<file path="src/rtl/alu_defs.sv">
// Shared ALU operation encodings; ALU control imports this same package.
package alu_defs;

  localparam int unsigned AluWidth = 32;

  localparam logic [3:0] AluAdd = 4'b0000;
  localparam logic [3:0] AluSub = 4'b0001;
  localparam logic [3:0] AluNot = 4'b0010;
  localparam logic [3:0] AluSl  = 4'b0011;
  localparam logic [3:0] AluSr  = 4'b0100;
  localparam logic [3:0] AluAnd = 4'b0101;
  localparam logic [3:0] AluOr  = 4'b0110;
  localparam logic [3:0] AluSlt = 4'b0111;
  localparam logic [3:0] AluMul = 4'b1000;
  localparam logic [3:0] AluDiv = 4'b1001;

endpackage

</file>
<file path="src/rtl/mul_div_iter.sv">
// Iterative signed multiply / restoring divide: one bit per cycle on operand magnitudes,
// with sign correction applied combinationally on the outputs.
module mul_div_iter
  import alu_defs::*;
#(
  parameter int unsigned WIDTH = AluWidth
) (
  input  logic             clk,
  input  logic             rst,
  input  logic             load,
  input  logic             is_div,
  input  logic [WIDTH-1:0] a,
  input  logic [WIDTH-1:0] b,
  output logic [WIDTH-1:0] lo,
  output logic [WIDTH-1:0] hi,
  output logic             finish
);

  localparam int unsigned CntW = $clog2(WIDTH);

  // acc_q holds {hi, lo} of the product for MUL and {remainder, quotient} for DIV
  logic [2*WIDTH-1:0] acc_q, acc_d;
  logic [WIDTH-1:0]   dvs_q;
  logic [CntW-1:0]    cnt_q;
  logic               active_q, div_q, quo_neg_q, rem_neg_q, b_zero_q;

  logic [WIDTH-1:0]   a_mag, b_mag;
  logic [WIDTH:0]     add_sum, rem_sh, trial;
  logic [2*WIDTH-1:0] prod;
  logic [WIDTH-1:0]   quo, rem;

  assign a_mag  = a[WIDTH-1] ? (~a + 1'b1) : a;
  assign b_mag  = b[WIDTH-1] ? (~b + 1'b1) : b;
  assign finish = active_q && (cnt_q == CntW'(WIDTH - 1));

  always_comb begin
    add_sum = {1'b0, acc_q[2*WIDTH-1:WIDTH]} + (acc_q[0] ? {1'b0, dvs_q} : '0);
    rem_sh  = {acc_q[2*WIDTH-1:WIDTH], acc_q[WIDTH-1]};
    trial   = rem_sh - {1'b0, dvs_q};
    if (!div_q) begin
      acc_d = {add_sum, acc_q[WIDTH-1:1]};
    end else if (trial[WIDTH]) begin
      acc_d = {rem_sh[WIDTH-1:0], acc_q[WIDTH-2:0], 1'b0};
    end else begin
      acc_d = {trial[WIDTH-1:0], acc_q[WIDTH-2:0], 1'b1};
    end
  end

  always_ff @(posedge clk or posedge rst) begin
    if (rst) begin
      acc_q     <= '0;
      dvs_q     <= '0;
      cnt_q     <= '0;
      active_q  <= 1'b0;
      div_q     <= 1'b0;
      quo_neg_q <= 1'b0;
      rem_neg_q <= 1'b0;
      b_zero_q  <= 1'b0;
    end else if (load) begin
      acc_q     <= {{WIDTH{1'b0}}, (is_div ? a_mag : b_mag)};
      dvs_q     <= is_div ? b_mag : a_mag;
      cnt_q     <= '0;
      active_q  <= 1'b1;
      div_q     <= is_div;
      quo_neg_q <= a[WIDTH-1] ^ b[WIDTH-1];
      rem_neg_q <= a[WIDTH-1];
      b_zero_q  <= (b == '0);
    end else if (active_q) begin
      acc_q <= acc_d;
      cnt_q <= cnt_q + 1'b1;
      if (finish) active_q <= 1'b0;
    end
  end

  always_comb begin
    prod = quo_neg_q ? (~acc_q + 1'b1) : acc_q;
    quo  = acc_q[WIDTH-1:0];
    rem  = acc_q[2*WIDTH-1:WIDTH];
    if (div_q) begin
      // Divide by zero yields all-ones; the remainder path already reproduces a
      lo = b_zero_q ? '1 : (quo_neg_q ? (~quo + 1'b1) : quo);
      hi = rem_neg_q ? (~rem + 1'b1) : rem;
    end else begin
      lo = prod[WIDTH-1:0];
      hi = prod[2*WIDTH-1:WIDTH];
    end
  end

endmodule

</file>
<file path="src/rtl/multicycle_alu.sv">
// Execute-stage ALU: single-cycle logic/shift/add ops plus iterative MUL/DIV with
// a start/done handshake and busy stall.
module multicycle_alu
  import alu_defs::*;
#(
  parameter int unsigned WIDTH = AluWidth
) (
  input  logic             clk,
  input  logic             rst,
  input  logic             start,
  input  logic [3:0]       alu_cnt,
  input  logic [WIDTH-1:0] a,
  input  logic [WIDTH-1:0] b,
  output logic [WIDTH-1:0] result,
  output logic [WIDTH-1:0] hi,
  output logic             zero,
  output logic             busy,
  output logic             done
);

  localparam int unsigned ShW = $clog2(WIDTH);

  typedef enum logic [1:0] {StIdle, StIter, StFix} state_e;

  state_e           state_q, state_d;
  logic [WIDTH-1:0] result_q, hi_q, single_res, iter_lo, iter_hi;
  logic             zero_q, done_q, load, wr_single, wr_iter, iter_finish, is_multi;
  logic [ShW-1:0]   shamt;

  assign shamt    = b[ShW-1:0];
  assign is_multi = (alu_cnt == AluMul) || (alu_cnt == AluDiv);

  always_comb begin
    single_res = '0;
    case (alu_cnt)
      AluAdd:  single_res = a + b;
      AluSub:  single_res = a - b;
      AluNot:  single_res = ~a;
      AluSl:   single_res = a << shamt;
      AluSr:   single_res = a >> shamt;
      AluAnd:  single_res = a & b;
      AluOr:   single_res = a | b;
      AluSlt:  single_res = {{(WIDTH-1){1'b0}}, $signed(a) < $signed(b)};
      default: single_res = '0;
    endcase
  end

  mul_div_iter #(
    .WIDTH(WIDTH)
  ) u_mul_div_iter (
    .clk    (clk),
    .rst    (rst),
    .load   (load),
    .is_div (alu_cnt == AluDiv),
    .a      (a),
    .b      (b),
    .lo     (iter_lo),
    .hi     (iter_hi),
    .finish (iter_finish)
  );

  always_comb begin
    state_d   = state_q;
    load      = 1'b0;
    wr_single = 1'b0;
    wr_iter   = 1'b0;
    unique case (state_q)
      StIdle: begin
        if (start) begin
          if (is_multi) begin
            load    = 1'b1;
            state_d = StIter;
          end else begin
            wr_single = 1'b1;
          end
        end
      end
      StIter: if (iter_finish) state_d = StFix;
      StFix: begin
        wr_iter = 1'b1;
        state_d = StIdle;
      end
      default: state_d = StIdle;
    endcase
  end

  always_ff @(posedge clk or posedge rst) begin
    if (rst) begin
      state_q  <= StIdle;
      result_q <= '0;
      hi_q     <= '0;
      zero_q   <= 1'b1;
      done_q   <= 1'b0;
    end else begin
      state_q <= state_d;
      done_q  <= wr_single | wr_iter;
      if (wr_single) begin
        result_q <= single_res;
        zero_q   <= (single_res == '0);
      end else if (wr_iter) begin
        result_q <= iter_lo;
        hi_q     <= iter_hi;
        zero_q   <= (iter_lo == '0);
      end
    end
  end

  assign result = result_q;
  assign hi     = hi_q;
  assign zero   = zero_q;
  assign done   = done_q;
  assign busy   = (state_q != StIdle);

endmodule

</file>
<file path="config.mk">
export PLATFORM = sky130hd
export DESIGN_NAME = multicycle_alu
export DESIGN_NICKNAME = d
export VERILOG_FILES = /design/src/rtl/alu_defs.sv /design/src/rtl/mul_div_iter.sv /design/src/rtl/multicycle_alu.sv
export SDC_FILE = /design/constraint.sdc
export NUM_CORES = 1
export LEC_CHECK = 0
export BUFFER_PORTS_ARGS = -buffer_cell sky130_fd_sc_hd__buf_2
export CORE_MARGIN = 2
export CORE_UTILIZATION = 40
export CTS_CLUSTER_SIZE = 24
export DETAILED_ROUTE_END_ITERATION = 8
export GPL_TIMING_DRIVEN = 0
export PLACE_DENSITY = 0.65
export SYNTH_ARGS = -nofsm -noshare
export SYNTH_HDL_FRONTEND = slang
export SYNTH_SLANG_ARGS = --single-unit
</file>
<file path="constraint.sdc">
create_clock -name clk -period 8.5 [get_ports clk]
set_input_delay 1.7 -clock clk [delete_from_list [all_inputs] [get_ports clk]]
set_output_delay 1.7 -clock clk [all_outputs]
set_load 0.02 [all_outputs]
</file>
==> results.sh <==
export IMPL_ff2ff_path_depth=17
export IMPL_crit_path_cell_trace="buf_2 -> inv_1 -> buf_1 -> clkbuf_1 -> buf_1 -> ha_1 -> o21a_1 -> a211o_1 -> a41oi_1 -> o21a_1 -> o211a_1 -> mux2i_1 -> a2111oi_0 -> nand2_1 -> or4_1 -> nor4_1 -> a31o_1"
export IMPL_core_area_um2=58700
export IMPL_synth_warnings=0
export IMPL_setup_tns_ns=0
export IMPL_yosys_top_cells_area="dfrtp_1 18%, ha_1 9.8%, o21ai_0 6.2%"
export IMPL_area_delta_synth_final_pct=9.71
export IMPL_vias=27200
export IMPL_slowest_delay_ns=1.07
export IMPL_syn_nets=3411
export IMPL_synth_compound_area_frac=0.305
export IMPL_async_flop_share=1.00
export IMPL_ant_nets=0
export IMPL_post_drt_wl_per_cell_um=29.8
export IMPL_synthAdderAreaFrac=0.101
export IMPL_crit_fanout=11
export IMPL_synthFlopType="dfrtp_1"
export IMPL_grt_pass1_vias=25400
export IMPL_yosysTopAreaCell="dfrtp_1"
export IMPL_antenna_found_initial=2
export IMPL_path_clk_slew_ns=0.08
export IMPL_clock_sinks=174
export IMPL_skew_ns=0.0148
export IMPL_cts_resized=0
export IMPL_grt_pass1_wl_um=175000
export IMPL_dp_hpwl_um=98200
export IMPL_drc=0
export IMPL_drive_gt1_frac=0.0828
export IMPL_crit_path_end="zero$_DFFE_PP1P_"
export IMPL_drv_cap=3
export IMPL_avgSynthCellArea_um2=7.48
export IMPL_fin_nets=3569
export IMPL_rsz0062_at_grt="no"
export IMPL_ff2ff_setup_slack_ns=3.14
export IMPL_cp_startpoint="b[2]"
export IMPL_outcome="finished, violations left"
export IMPL_die_x_um=247
export IMPL_yosysSeqAreaShare=0.185
export IMPL_post_cts_buffers=0
export IMPL_min_period_ns=8.39
export IMPL_min_period_over_period=0.987
export IMPL_cp_start_kind="input port"
export IMPL_synth_cell_area_um2=23600
export IMPL_gp_congestion=1.13
export IMPL_cp_required_ns=8.92
export IMPL_violations="max-capacitance violations, max-slew violations"
export IMPL_num_rows=89
export IMPL_grt_usage=0.394
export IMPL_ys_types=87
export IMPL_synth_top_family_by_area="compound AO/OA/AOI/OAI gates"
export IMPL_reg2reg_to="u_mul_div_iter.acc_q[48]$_DFFE_PP0P_"
export IMPL_cpMaxStageDelayCell="a2111oi_0"
export IMPL_root_buffer="clkbuf_16"
export IMPL_place_inst=4064
export IMPL_synth_xor_area_share=0.0668
export IMPL_clock_path_buffers=2
export IMPL_grt_overflow_total=0
export IMPL_fillers=6175
export IMPL_worstPathArrival_ns=8.81
export IMPL_finalSetupViolCount=0
export IMPL_hp_class="reg -> reg"
export IMPL_synthSimpleGateAreaFrac=0.188
export IMPL_cts_tree="done"
export IMPL_ys_ff_latch=174
export IMPL_power_density_nw_per_um2=307
export IMPL_endpoint_kind="register"
export IMPL_power_total_mw=7.93
export IMPL_drt_iter0_drc=3588
export IMPL_avgViaCountPerCell=6.64
export IMPL_htreeDepth=4
export IMPL_die_area_um2=60900
export IMPL_routed_wl_um=122000
export IMPL_synthTopCellsByCount="315 x nand2_1, 291 x o21ai_0, 285 x nor2_1, 266 x a21oi_1, 184 x ha_1"
export IMPL_clock_latency_ns=0.47
export IMPL_cts_hold_fix_buffers=0
export IMPL_io_pin_count=138
export IMPL_multi_input_area_um2=17800
export IMPL_max_freq_mhz=119
export IMPL_finalMaxSlewViolations=11
export IMPL_worstSetupPathType="in -> reg"
export IMPL_r2r_start="u_mul_div_iter.acc_q[31]$_DFFE_PP0P_"
export IMPL_fin_util=0.441
export IMPL_p_leak_nw=11.0
export IMPL_dr_pass1_iters=7
export IMPL_die_h_um=247
export IMPL_grt_max_degree=104
export IMPL_hold_viol_final=0
export IMPL_holdWs_ns=0.473
export IMPL_start_util=0.402
export IMPL_yosysMostFrequentCell="nand2_1"
export IMPL_synth_edf_count=0
export IMPL_io_buffer_count=137
export IMPL_muxShareOfSynthArea=0.0913
export IMPL_relSlewSlack=-0.229
export IMPL_seq_area_um2=4360
export IMPL_vdd_drop_max_v=0.000216
export IMPL_fin_cells=4098
export IMPL_synth_top_area_frac=0.184
export IMPL_tightest_slew_ns=1.83
export IMPL_syn_inst=3152
export IMPL_cts_buffers=17
## kinds of logic (layout without fill, tap and decap cells)
| logic type | count (synthesis) | in the layout |
|---|---|---|
| compound gates | 1111 | 1111 |
| xor+xnor | 180 | 180 |
| fa+ha+maj | 188 | 188 |
| buf+inv | 387 | 558 |
| flops | 174 | 174 |
| mux | 160 | 160 |
| other cells | 0 | 2 |
| simple gates | 952 | 952 |
## sequential cells by signal (all words and copies together) (netlist names)
name / count
zero: 1
u_mul_div_iter.dvs_q: 32
u_mul_div_iter.rem_neg_q: 1
u_mul_div_iter.div_q: 1
u_mul_div_iter.quo_neg_q: 1
done: 1
result: 32
state_q: 2
u_mul_div_iter.cnt_q: 5
u_mul_div_iter.active_q: 1
u_mul_div_iter.acc_q: 64
hi: 32
u_mul_div_iter.b_zero_q: 1
## final cells by class
class,instances,area share
Antenna cell,2,0.000193
Buffer,227,0.0339
Clock buffer,17,0.0164
Clock inverter,15,0.00595
Inverter,160,0.0235
Multi-Input combinational cell,2591,0.687
Sequential cell,174,0.168
Tap cell,773,0.0374
Timing Repair Buffer,139,0.0278
## worst max-delay path: cells and delay by family
| kind | cells | cell delay [ns] |
|---|---|---|
| buffers and inverters | 5 | 2.55 |
| adders and majority gates | 1 | 0.47 |
| and+or+nand+nor | 3 | 0.89 |
| AOI/OAI and AO/OA | 7 | 3.07 |
| muxes | 1 | 0.11 |
## metrics by stage
| step | area, um^2 | worst slack, ns |
|---|---|---|
| 6_report | 25900 | 0.109 |
| 5_1_grt | 25900 | 0.0883 |
| 4_1_cts | 25900 | 0.433 |
| 3_5_place_dp | 25300 | -0.0278 |
| 3_3_place_gp | 25200 | -0.220 |
| 2_1_floorplan | 23600 | 2.08 |
## layout by cell type, fill, tap and decap left out, types with 16 or more instances in the layout
cell       Yosys  layout
nand2_1      315     315
o21ai_0      291     291
nor2_1       285     285
a21oi_1      266     266
ha_1         184     184
clkbuf_1     183     183
dfrtp_1      173     173
inv_1        156     155
buf_2         15     153
xnor2_1      116     116
mux2i_1      100     100
o211ai_1      71      71
xor2_1        64      64
a21o_1        60      60
nor3_1        59      59
nand3_1       45      45
o31ai_1       42      42
a31oi_1       38      38
mux4_2        37      37
a211oi_1      35      35
o22ai_1       35      35
a22oi_1       35      35
or3_1         34      34
a221o_1       33      33
nor4_1        30      30
nand4_1       29      29
buf_1         28      28
nand2b_1      27      27
nor2b_1       26      26
and3_1        26      26
o21a_1        22      22
mux2_2        18      18
o221ai_1      18      18
o41ai_1       17      17
clkbuf_16      0      17
o21bai_1      16      16
## worst min-delay path by stage
stage	startpoint	to	slack, ns	cells past startpoint
after CTS	hi[24]$_DFFE_PP0P_	hi[24]$_DFFE_PP0P_	0.48	2
after global routing	u_mul_div_iter.dvs_q[30]$_DFFE_PP0P_	u_mul_div_iter.dvs_q[30]$_DFFE_PP0P_	0.50	2
after floorplan	u_mul_div_iter.dvs_q[18]$_DFFE_PP0P_	u_mul_div_iter.dvs_q[18]$_DFFE_PP0P_	0.45	1
after global placement	hi[7]$_DFFE_PP0P_	hi[7]$_DFFE_PP0P_	0.46	2
after detailed placement	hi[5]$_DFFE_PP0P_	hi[5]$_DFFE_PP0P_	0.46	2
final	hi[24]$_DFFE_PP0P_	hi[24]$_DFFE_PP0P_	0.47	2
## power breakdown
part           switching [mW]  internal [mW]  leakage (nW)  total, mW
clock network           0.406          0.391         0.286      0.796
registers               0.400           1.18          2.07       1.58
logic                    3.52           2.03          8.67       5.55
total                    4.33           3.60          11.0       7.93
## layer usage
metal  track usage  part of all wire  vias to the layer above
met5             0                 0                        -
met4         0.285             0.088                        0
met3        0.0797              0.10                      468
met2         0.604              0.43                     1879
met1         0.491              0.38                    12900
li1              -                 -                    12000
No activity file was read; power rests on OpenSTA's default activity.
